`src/rtl/branch_amend_stage_pkg.sv`:
```
`default_nettype none
// ============================================================================
// Module      : branch_amend_stage_pkg
// Description : Shared constants for the multi-lane branch amend stage:
//               default widths and the repair-action bit encoding.
// Revision    : 1.0 - initial release
// ============================================================================
package branch_amend_stage_pkg;

    // Default widths of the stage.
    localparam int DEF_LANES  = 2;
    localparam int DEF_DATA_W = 32;
    localparam int DEF_GPR_W  = 5;
    localparam int DEF_CKPT_W = 8;
    localparam int DEF_ACT_W  = 4;
    localparam int DEF_CNT_W  = 16;

    // Repair-action bit positions. Only NEED_REPAIR is consumed here; the
    // other bits travel with the flush to tell the front end what to restore.
    localparam int NEED_REPAIR      = 0;
    localparam int ACT_BIT_RAS      = 1;
    localparam int ACT_BIT_GHR      = 2;
    localparam int ACT_BIT_INDIRECT = 3;

endpackage : branch_amend_stage_pkg
`default_nettype wire

```
`src/rtl/branch_amend_stage_lowest_set_pe.sv`:
```
`default_nettype none
// ============================================================================
// Module      : lowest_set_pe
// Description : Priority encoder returning the index of the lowest set bit,
//               a found flag, and a mask of every bit position above it.
// Revision    : 1.0 - initial release
// ============================================================================
module lowest_set_pe #(
    parameter  int N     = 2,
    localparam int IDX_W = (N > 1) ? $clog2(N) : 1
) (
    input  logic [N-1:0]     i_vec,
    output logic [IDX_W-1:0] o_idx,
    output logic             o_found,
    output logic [N-1:0]     o_above
);

    // Scan from bit 0 upward; once the first set bit is seen, every higher
    // position is marked in the above-mask.
    always_comb begin
        o_idx   = '0;
        o_found = 1'b0;
        o_above = '0;
        for (int i = 0; i < N; i++) begin
            if (o_found) begin
                o_above[i] = 1'b1;
            end else if (i_vec[i]) begin
                o_found = 1'b1;
                o_idx   = IDX_W'(i);
            end
        end
    end

endmodule : lowest_set_pe
`default_nettype wire

```
`src/rtl/branch_amend_stage.sv`:
```
`default_nettype none
// ============================================================================
// Module      : branch_amend_stage
// Description : Multi-lane branch repair stage between EXE_up and PREMEM.
//               Picks the oldest mispredicted lane, raises one front-end
//               flush per held group, squashes younger lanes and stalls on
//               a MEM-stage hazard. Exports a saturating mispredict count.
// Revision    : 1.0 - initial release
// ============================================================================
module branch_amend_stage
    import branch_amend_stage_pkg::*;
#(
    parameter  int LANES  = DEF_LANES,
    parameter  int DATA_W = DEF_DATA_W,
    parameter  int GPR_W  = DEF_GPR_W,
    parameter  int CKPT_W = DEF_CKPT_W,
    parameter  int ACT_W  = DEF_ACT_W,
    parameter  int CNT_W  = DEF_CNT_W,
    localparam int LANE_W = $clog2(LANES)
) (
    input  logic                    clk,
    input  logic                    rst,
    input  logic                    mem_has_risk_i,
    input  logic                    exc_flush_i,
    input  logic                    down_allowin_i,
    input  logic [LANES-1:0]        up_valid_i,
    input  logic [LANES*GPR_W-1:0]  up_write_num_i,
    input  logic [LANES*DATA_W-1:0] up_vaddr_i,
    input  logic [LANES*DATA_W-1:0] up_alu_res_i,
    input  logic [LANES*DATA_W-1:0] up_corr_dest_i,
    input  logic [LANES-1:0]        up_corr_take_i,
    input  logic [LANES*ACT_W-1:0]  up_repair_act_i,
    input  logic [LANES*CKPT_W-1:0] up_ckpt_i,
    output logic                    ok_to_change_o,
    output logic [LANES-1:0]        valid_o,
    output logic [LANES-1:0]        fwd_valid_o,
    output logic [LANES*GPR_W-1:0]  write_num_o,
    output logic [LANES*DATA_W-1:0] vaddr_o,
    output logic [LANES*DATA_W-1:0] alu_res_o,
    output logic                    flush_o,
    output logic [LANE_W-1:0]       flush_lane_o,
    output logic [DATA_W-1:0]       flush_vaddr_o,
    output logic [DATA_W-1:0]       flush_dest_o,
    output logic                    flush_take_o,
    output logic [CKPT_W-1:0]       flush_ckpt_o,
    output logic [ACT_W-1:0]        flush_act_o,
    output logic [CNT_W-1:0]        mispredict_cnt_o
);

    // Held group state.
    logic [LANES-1:0]        r_hv;
    logic [LANES*GPR_W-1:0]  r_write_num;
    logic [LANES*DATA_W-1:0] r_vaddr;
    logic [LANES*DATA_W-1:0] r_alu_res;
    logic [LANES*DATA_W-1:0] r_corr_dest;
    logic [LANES-1:0]        r_corr_take;
    logic [LANES*ACT_W-1:0]  r_act;
    logic [LANES*CKPT_W-1:0] r_ckpt;
    logic                    r_flushed;
    logic [CNT_W-1:0]        r_cnt;

    logic [LANES-1:0]        w_need;
    logic [LANES-1:0]        w_kill;
    logic [LANE_W-1:0]       w_k;
    logic                    w_found;
    logic                    w_hold;
    logic                    w_load;
    logic                    w_flush;

    // Per-lane repair request: a held lane whose action flags a mispredict.
    always_comb begin
        w_need = '0;
        for (int i = 0; i < LANES; i++) begin
            w_need[i] = r_hv[i] & r_act[i*ACT_W + NEED_REPAIR];
        end
    end

    // Oldest repairing lane, plus the mask of younger lanes to squash.
    lowest_set_pe #(
        .N (LANES)
    ) u_flush_pe (
        .i_vec   (w_need),
        .o_idx   (w_k),
        .o_found (w_found),
        .o_above (w_kill)
    );

    // A pending repair cannot proceed while MEM may still raise an exception.
    assign w_hold  = mem_has_risk_i & w_found;
    assign w_load  = down_allowin_i & ~w_hold;
    assign w_flush = w_found & ~mem_has_risk_i & ~r_flushed;

    assign ok_to_change_o = ~w_hold;
    assign valid_o        = r_hv & ~w_kill
                          & {LANES{~w_hold & down_allowin_i & ~exc_flush_i}};
    assign fwd_valid_o    = r_hv & ~w_kill & {LANES{~w_hold}};

    assign write_num_o = r_write_num;
    assign vaddr_o     = r_vaddr;
    assign alu_res_o   = r_alu_res;

    assign flush_o       = w_flush;
    assign flush_lane_o  = w_k;
    assign flush_vaddr_o = r_vaddr[int'(w_k)*DATA_W +: DATA_W];
    assign flush_dest_o  = r_corr_dest[int'(w_k)*DATA_W +: DATA_W];
    assign flush_take_o  = r_corr_take[w_k];
    assign flush_ckpt_o  = r_ckpt[int'(w_k)*CKPT_W +: CKPT_W];
    assign flush_act_o   = r_act[int'(w_k)*ACT_W +: ACT_W];

    assign mispredict_cnt_o = r_cnt;

    // Group register: clear on reset/exception, capture on load (dropping
    // wrong-path input behind a flush), and remember that a flush was sent.
    always_ff @(posedge clk) begin
        if (rst || exc_flush_i) begin
            r_hv        <= '0;
            r_write_num <= '0;
            r_vaddr     <= '0;
            r_alu_res   <= '0;
            r_corr_dest <= '0;
            r_corr_take <= '0;
            r_act       <= '0;
            r_ckpt      <= '0;
            r_flushed   <= 1'b0;
        end else if (w_load) begin
            r_hv        <= up_valid_i & {LANES{~w_flush}};
            r_write_num <= up_write_num_i;
            r_vaddr     <= up_vaddr_i;
            r_alu_res   <= up_alu_res_i;
            r_corr_dest <= up_corr_dest_i;
            r_corr_take <= up_corr_take_i;
            r_act       <= up_repair_act_i;
            r_ckpt      <= up_ckpt_i;
            r_flushed   <= 1'b0;
        end else if (w_flush) begin
            r_flushed   <= 1'b1;
        end
    end

    // Saturating flush counter; survives exception flushes.
    always_ff @(posedge clk) begin
        if (rst) begin
            r_cnt <= '0;
        end else if (w_flush && (r_cnt != {CNT_W{1'b1}})) begin
            r_cnt <= r_cnt + CNT_W'(1);
        end
    end

endmodule : branch_amend_stage
`default_nettype wire

```
`config.mk`:
```
export PLATFORM = sky130hd
export DESIGN_NAME = branch_amend_stage
export DESIGN_NICKNAME = d
export VERILOG_FILES = /design/src/rtl/branch_amend_stage_pkg.sv /design/src/rtl/branch_amend_stage_lowest_set_pe.sv /design/src/rtl/branch_amend_stage.sv
export SDC_FILE = /design/constraint.sdc
export NUM_CORES = 1
export LEC_CHECK = 0
export ABC_AREA = 0
export CORE_UTILIZATION = 26
export CTS_CLUSTER_SIZE = 14
export DETAILED_ROUTE_END_ITERATION = 10
export DONT_BUFFER_PORTS = 1
export PLACE_DENSITY_LB_ADDON = 0.05
export SETUP_SLACK_MARGIN = 0.15
export SYNTH_ARGS = -nofsm -noshare
export SYNTH_HDL_FRONTEND = slang
export SYNTH_SLANG_ARGS = --single-unit
```
`constraint.sdc`:
```
create_clock -name clk -period 2.3 [get_ports clk]
set_input_delay 0.46 -clock clk [delete_from_list [all_inputs] [get_ports clk]]
set_output_delay 0.46 -clock clk [all_outputs]
set_load 0.01 [all_outputs]
```
# Word-level counts from Yosys, hierarchy flattened

Cells that the tools add are included.

$add $sub $neg: 1
Magnitude comparators: 1
Equality and inequality tests: 1
Shifts and indexed selects: 4
Mux-type cells: 7
Bitwise logic cells: 17
Reductions and logical operators: 3

Operators by type and width:

| kind                                               | count |
|---|---|
| variable part select 64 x 7 -> 32 bit              | 2 |
| adder 16 x 1 -> 16 bit, second input constant      | 1 |
| != test 16 bit, second input constant              | 1 |
| variable part select 16 x 5 -> 8 bit               | 1 |
| bitwise AND 2 bit                                  | 4 |
| variable part select 8 x 4 -> 4 bit                | 1 |
| bitwise AND 1 bit                                  | 7 |
| two-way mux 1 bit                                  | 7 |
| NOT 1 bit                                          | 5 |
| < comparator 1 x 2 -> 1 bit, second input constant | 1 |
| NOT 2 bit                                          | 1 |
| OR reduction 2 bit                                 | 1 |
| logical AND 1 bit                                  | 1 |
| logical OR 1 bit                                   | 1 |

Flip-flop bits (word level): 247
Input bits: 235
Output and inout bits: 238

# Depth between registers and ports, before layout

Gate-level depths: netlist of run 1.

Depth in word-level cells: 8
Mapped depth: 7
Mapped depth without buffers: 5

# Hierarchy

A second synthesis of run 1 with hierarchy kept.

Cells, all modules: 1209
Area, all modules: 9698.1 µm²

Modules (own cells, without submodules):

| module             | times used | cells an instance | area an instance (µm²) | seq. area each (µm²) |
|---|---|---|---|---|
| branch_amend_stage | 1          | 1204              | 9666.8                 | 4944.7 |
| lowest_set_pe      | 1          | 5                 | 31.3                   | 0.0 |

# Worst setup path after synthesis of run 1

Ideal clock, no wire load.

Path type: register to output
Start: register r_act[0]
End: output flush_act_o[1]
Data arrival time: 1508 ps
Required time: 1840 ps
Slack: 332 ps
Cell stages (with the launch flop): 7
Cells stage by stage: dfxtp_1 > nand2_1 > and3_1 > clkbuf_1 > buf_2 > buf_2 > mux2_2

Longest elaborated chain between the ends: 4

RTL lines:

| item                                | RTL line                               | text |
|---|---|---|
| start, declared                     | branch_amend_stage.sv:57               | `logic [LANES*ACT_W-1:0] r_act;` |
| start signal, assigned              | branch_amend_stage.sv:132              | `r_act <= up_repair_act_i;` |
| bitwise AND 1 bit                   | branch_amend_stage.sv:74               | `w_need[i] = r_hv[i] & r_act[i*ACT_W + NEED_REPAIR];` |
| two-way mux 1 bit                   | branch_amend_stage_lowest_set_pe.sv:27 | `end else if (i_vec[i]) begin` |
| two-way mux 1 bit                   | branch_amend_stage_lowest_set_pe.sv:25 | `if (o_found) begin` |
| net flush_lane_o                    | branch_amend_stage.sv:41               | `output logic [LANE_W-1:0] flush_lane_o,` |
| variable part select 8 x 4 -> 4 bit | branch_amend_stage.sv:108              | `assign flush_act_o = r_act[int'(w_k)*ACT_W +: ACT_W];` |
| end, declared                       | branch_amend_stage.sv:46               | `output logic [ACT_W-1:0] flush_act_o,` |

The timed path passes the listed nets, and every way through them passes these cells.

# Worst setup path after layout of run 1

Start: register r_act[0]
End: output flush_ckpt_o[6]

Longest elaborated chain between the ends: 4

RTL lines:

| item                                 | RTL line                               | text |
|---|---|---|
| bitwise AND 1 bit                    | branch_amend_stage.sv:74               |  |
| two-way mux 1 bit                    | branch_amend_stage_lowest_set_pe.sv:27 |  |
| two-way mux 1 bit                    | branch_amend_stage_lowest_set_pe.sv:25 |  |
| net flush_lane_o                     | branch_amend_stage.sv:41               |  |
| variable part select 16 x 5 -> 8 bit | branch_amend_stage.sv:107              | `assign flush_ckpt_o = r_ckpt[int'(w_k)*CKPT_W +: CKPT_W];` |
| end, declared                        | branch_amend_stage.sv:45               | `output logic [CKPT_W-1:0] flush_ckpt_o,` |

The timed path passes the listed nets, and every way through them passes these cells.

==> impl_results.md, run 1 <==
- Async SR Flop Fraction: 0
- Kind of critical path: flip-flop to primary output
- CTS tree: done
- Initial Util: 0.267
- Max Clock Skew: 7.87 ps
- Syn_area_per_cell: 8.16 µm²
- Global-route wire length before repair: 54,600 µm
- Antenna violations before repair: 3
- Power Dens Cells: 774 nW/µm²
- Skew-Pair Late Insertion Delay: 560 ps
- Adder-cell share of the synthesized area: 0.00127
- Routed Antenna Nets: 0
- CP arrival: 1950 ps
- # clock sinks: 247
- Static Leak: 0.00487 µW
- Num CTS Buffers: 30
- Longest Clk Path Bufs: 3
- Die H: 197 µm
- CP Data Required Time: 1840 ps
- DP HPWL: 24,600 µm
- Crit share post-route: 1.05
- Final Instance Area: 13,000 µm²
- First-pass iteration count of the detailed router: 6
- Maximum Capacitance Violations: 0
- VDD IR max: 0.518 mV
- GPL Wtd Cong: 0.760
- Element type at the critical path end: primary output
- Slew Viols, Final: 0
- Largest net degree at the start of global routing: 111
- Detailed router's first-iteration violation count: 403
- Synth Area in Simple Gates: 0.210
- Post-synth EDFFs: 0
- Post-Synthesis Cells: 1,209
- Fillers: 3,922
- RSZ-0062 raised after global routing: true
- Worst setup SP type: flip-flop
- Post-Route Setup TNS: -5530 ps
- Vias in the first global route: 8,584
- Main synth FF type: dfxtp_1
- Synth Register Bits: 247
- Detailed Route WL: 37,300 µm
- CTS clk-pin slew, worst paths: 60 ps
- Cell with the most instances after synthesis: nand2_1
- Placed Area: 10,400 µm²
- H-tree depth: 1
- Final WS setup: -113 ps
- Yosys cell types: 43
- Most area-hungry cell type in the Yosys netlist: dfxtp_1
- Post-synth top cells: nand2_1 (466), dfxtp_1 (247), a21oi_1 (236)
- Post-synthesis mux area share: 0.0992
- Crit path max fanout: 9
- Vias/cell: 4.70
- DIE WIDTH: 197 µm
- Synth top area cells: dfxtp_1 (50%), nand2_1 (18%), a21oi_1 (12%)
- Top Ports: 473
- Die ar.: 38,700 µm²
- Synth Area in XOR/XNOR: 0
- Share of cells above drive strength 1: 0.150
- Fmax: 414 MHz
- Sequential area share after synthesis: 0.501
- Main combinational cell family by area after synthesis: simple AND/OR/NAND/NOR gates
- Wirelength per Cell: 20.6 µm
- Cell Area, Synth: 9860 µm²
- Status: complete, but fails checks
- Final Hold Fails: 0
- DR DRC count: 0
- Post-synth top area share: 0.501
- Worst Tran Pin Value: 614 ps
- Hold crit path type: input port to flip-flop
- Post-Syn Nets: 1,445
- Slew margin rel.: 0.591
- Synth Area in Compound Gates: 0.138
- Final Setup Violations: 76
- Total track usage: 0.184
- CTS root buf: clkbuf_16
- GRT Residual Overflow: 0
- Post-route minimum period: 2410 ps
- Number of port buffers: 0
- Via count: 8,504
- Synth warn: 0
- CORE AREA: 37,000 µm²
- Synth-to-layout area growth: 31.4%
- Nets: 1,518
- Failing checks: setup timing
- Row cnt: 70
==> worst paths after layout <==
path	end	cells after the start	slack, ps	from
worst max-delay path	flush_ckpt_o[6]	6	-110	r_act[0]
worst min-delay path	alu_res_o[29]	2	40	up_alu_res_i[29]
worst max register to register	alu_res_o[54]	7	360	r_act[0]
worst min register to register	r_ckpt[2]	2	450	r_ckpt[2]
==> state kept, by name (all words and copies together), names as in the netlist, 8 cells and up <==
register,cells
alu_res_o,64
mispredict_cnt_o,16
r_act,8
r_ckpt,16
r_corr_dest,64
vaddr_o,64
write_num_o,10
==> power by group <==
| group | switching (µW) | total, µW | internal [µW] |
|---|---|---|---|
| logic | 401 | 705 | 305 |
| clock network | 1860 | 4760 | 2900 |
| registers | 150 | 4560 | 4410 |
==> metal layers <==
metal,up-vias,part of all wire,global-route usage
met5,-,0,0
met2,325,0.48,0.310
met4,0,0.028,0.0632
li1,4133,-,-
met1,3994,0.40,0.216
met3,52,0.091,0.0649
==> cells in the final DEF (no fill, tap or decap), types with 2 or more instances in the layout <==
master and n:
a41o_1 2, mux2_1 4, nor3_1 3, dfxtp_1 243, nand3_1 7, buf_16 11
nand4_2 2, dfxtp_2 4, buf_4 24, nor2b_1 9, diode_2 3, nor2_1 17
clkbuf_1 12, buf_8 2, inv_1 5, mux2_2 6, clkbuf_8 7, clkbuf_16 31
buf_12 15, nand2_1 463, nand2b_1 3, a21oi_1 235, mux2_4 76, dlygate4sd3_1 80
a211oi_1 5, and4_1 2, nand2_2 3, and3_1 4, bufinv_16 2
==> metrics by stage <==
step	std cells	hold WS [ps]	power (µW)	util	setup WS, ps
final	1810	36.5	10000	0.351	-113
after global routing	1809	8.32	10500	0.351	-176
after CTS	1807	0.237	10200	0.350	-157
after detailed placement	1656	444	5210	0.282	368
after global placement	1656	439	5210	0.282	392
after floorplan	1209	433	5030	-	332
==> repair_timing <==
item                                    4_1_cts  5_1_grt
hold buffers                                 80        0
endpoints found under the hold margin        81        0
pin swaps                                     0        0
endpoints found under the setup margin       81       80
buffers inserted                              9        0
resized for setup                           110        0
cloned                                        9        0
==> area by class of cell <==
| cell class | instances | area (µm²) | area share |
|---|---|---|---|
| clock buffers | 50 | 917 | 0.0708 |
| repair buffers | 132 | 1610 | 0.125 |
| flip-flops and latches | 247 | 4950 | 0.382 |
| diodes | 3 | 7.51 | 0.000579 |
| clock inverters | 3 | 65.1 | 0.00502 |
| well taps | 504 | 631 | 0.0487 |
| multi-input cells | 866 | 4760 | 0.367 |
| inverters | 5 | 18.8 | 0.00145 |
==> critical path, cell delays in order (launching register included) <==
cell,delay (ps)
dfxtp_2,350
nand2_2,60
and3_4,200
buf_12,140
buf_12,130
buf_16,150
mux2_4,350
==> kinds of logic (layout without fill, tap and decap cells) <==
kind of cell    Yosys count  in the layout
buf+inv                  96            190
simple gates            522            522
fa+ha+maj                 1              1
compound gates          256            256
mux                      87             87
other cells               0              3
flops                   247            247
Note: power is estimated with default switching activity, not from simulation.
==> inputs of run 2 (changes only) <==
--- a/config.mk
+++ b/config.mk
@@ -10,6 +10,7 @@
 export CTS_CLUSTER_SIZE = 14
 export DETAILED_ROUTE_END_ITERATION = 10
 export DONT_BUFFER_PORTS = 1
+export GPL_TIMING_DRIVEN = 0
 export PLACE_DENSITY_LB_ADDON = 0.05
 export SETUP_SLACK_MARGIN = 0.15
 export SYNTH_ARGS = -nofsm -noshare
==> run 2 against run 1 <==
The run still ends with setup timing left. Flip-flop and latch count stayed put. Worst setup slack better by 19 ps. Worst hold slack worse by 8.2 ps. Non-clock buffer count is 17 lower. Combinational power is 2% lower. Clock power is 5.9% higher. First-iteration DRC count is 24% lower.
==> impl_results.md, run 2 (synthesized netlist as in run 1, its figures left out) <==
- Nets: 1,501 (-1.1%)
- DIE WIDTH: 197 µm (unchanged)
- Skew-Pair Late Insertion Delay: 560 ps (about the same)
- Initial Util: 0.267 (unchanged)
- Die H: 197 µm (unchanged)
- Static Leak: 0.00467 µW (-4.1%)
- Final Setup Violations: 75 (-1.3%)
- CTS root buf: clkbuf_16
- Final Hold Fails: 0 (unchanged)
- H-tree depth: 1 (unchanged)
- Maximum Capacitance Violations: 0 (unchanged)
- Wirelength per Cell: 22.8 µm (+11%)
- Hold crit path type: input port to flip-flop
- DR DRC count: 0 (unchanged)
- Share of cells above drive strength 1: 0.184 (+0.0334)
- Total Power: 10,300 µW (+2.5%)
- Number of port buffers: 0 (unchanged)
- Die ar.: 38,700 µm² (unchanged)
- Antenna violations before repair: 2 (-1)
- Element type at the critical path end: primary output
- CORE AREA: 37,000 µm² (unchanged)
- CP arrival: 1930 ps (-20 ps)
- Crit share post-route: 1.04 (-0.00814)
- Final WS setup: -94.6 ps (+18.7 ps)
- Slew margin rel.: 0.414 (-0.177)
- Most common cell after layout, fill and taps aside: nand2_1
- CTS tree: done
- Vias/cell: 4.72 (+0.39%)
- Max Clock Skew: 8.93 ps (+1.06 ps)
- Largest net degree at the start of global routing: 15 (-86%)
- Post-Route Setup TNS: -4690 ps (+837 ps)
- Post-route minimum period: 2390 ps (-18.7 ps)
- Fmax: 418 MHz (+0.78%)
- Detailed router's first-iteration violation count: 305 (-24%)
- Worst setup SP type: flip-flop
- Cells along the critical path: nand2_2 > and3_4 > buf_8 > buf_12 > clkbuf_16 > mux2_4
- Top Ports: 473 (unchanged)
- Hold_ws: 28.3 ps (-8.21 ps)
- CTS clk-pin slew, worst paths: 60 ps (about the same)
- Hold Path Stages: 2 (unchanged)
- Detailed Route WL: 40,900 µm (+9.8%)
- Synth-to-layout area growth: 25.2%
- Row cnt: 70 (unchanged)
- Via count: 8,462 (-0.49%)
- R2r startpoint: r_act[0]
- Kind of critical path: flip-flop to primary output
- Slew Viols, Final: 0 (unchanged)
- RSZ-0062 raised after global routing: true
- Crit-path max cell delay: 350 ps (about the same)
- Critical path buffer and inverter count: 3 (unchanged)
- Worst R2R Path Depth: 8 (+1)
- GRT Residual Overflow: 0 (unchanged)
- VDD IR max: 0.525 mV (+1.5%)
- Crit path max fanout: 7 (-2)
- Status: complete, but fails checks
- Longest Clk Path Bufs: 3 (unchanged)
- Num CTS Buffers: 30 (unchanged)
- DP HPWL: 30,300 µm (+23%)
- Top Family by Delay on Critical Path: buffers and inverters
- WHS Endpoint: r_corr_dest[25]
- Power Dens Cells: 833 nW/µm² (+7.6%)
- Vias in the first global route: 8,542 (-0.49%)
- Commonest cells after routing, fill and taps aside: nand2_1 (463), dfxtp_1 (243), a21oi_1 (234)
- # clock sinks: 247 (unchanged)
- Worst R2R Setup Slack: 270 ps (-90 ps)
- GPL Wtd Cong: 0.740 (-2.7%)
- Failing checks: setup timing
- First-pass iteration count of the detailed router: 4 (-2)
- Fillers: 4,079 (+4.0%)
- Routed Antenna Nets: 0 (unchanged)
- CP Data Required Time: 1840 ps (about the same)
- Hold path startpoint: up_corr_dest_i[25]
- Total track usage: 0.205 (+0.0212)
- Worst R2R End: mispredict_cnt_o[6]
- Worst Tran Pin Value: 879 ps (+265 ps)
- Worst path slowest cell: dfxtp_4
- Global-route wire length before repair: 58,800 µm (+7.8%)
[run 2: changes by cell type in the layout (fill, tap and decap cells not counted), sizes merged]
| cell | change |
|---|---|
| dlygate4sd3 | -76 |
| buf | +29 |
| clkbuf | +24 |
| clkinv | +7 |
| diode | -2 |
| bufinv | +1 |
| clkinvlp | +1 |
[run 2: per-layer routing]
layer | share of wire | global-route usage | vias up
met5 | 0 | 0 | -
met4 | 0.021 | 0.0508 | 0
met3 | 0.085 | 0.0643 | 44
met2 | 0.49 | 0.362 | 306
met1 | 0.40 | 0.240 | 4007
li1 | - | - | 4105
[run 2: final cells by class]
cell class | instances | area (µm²) | area share
inverter | 5 | 21.3 | 0.00172
multi-input combinational | 866 | 4700 | 0.381
buffer | 91 | 711 | 0.0576
clock inverter | 12 | 138 | 0.0111
clock buffer | 44 | 925 | 0.0749
sequential | 247 | 4960 | 0.402
antenna | 1 | 2.50 | 0.000203
timing repair buffer | 24 | 256 | 0.0208
tap | 504 | 631 | 0.0511
[run 2: worst max path at each step]
stage	cells after the start	endpoint	startpoint	slack (ps)
CTS	6	flush_dest_o[15]	r_act[0]	-200
floorplan	6	flush_act_o[1]	r_act[0]	330
global route	6	flush_ckpt_o[7]	r_act[0]	-160
global placement	5	flush_ckpt_o[5]	r_act[4]	-380
detailed placement	5	flush_ckpt_o[5]	r_act[4]	-380
finish	6	flush_ckpt_o[7]	r_hv[0]	-90
[run 2: stage by stage]
step	cells	setup WS (ps)	utilization	instance area (µm²)
finish	1794	-94.6	0.334	12300
global route	1794	-161	0.334	12300
CTS	1790	-204	0.327	12100
detailed placement	1713	-377	0.284	10500
global placement	1713	-377	0.284	10500
floorplan	1209	332	-	9860
[run 2: timing repair]
action | CTS | global route
endpoints found under the setup margin | 203 | 231
hold buffers | 4 | 0
cloned | 1 | 1
endpoints found under the hold margin | 4 | 0
resized for setup | 98 | 54
buffers inserted | 16 | 2
pin swaps | 8 | 7
[run 2: where the power goes]
group	internal (µW)	switching [µW]
Clock	3100	1940
Sequential	4410	141
Combinational	248	445
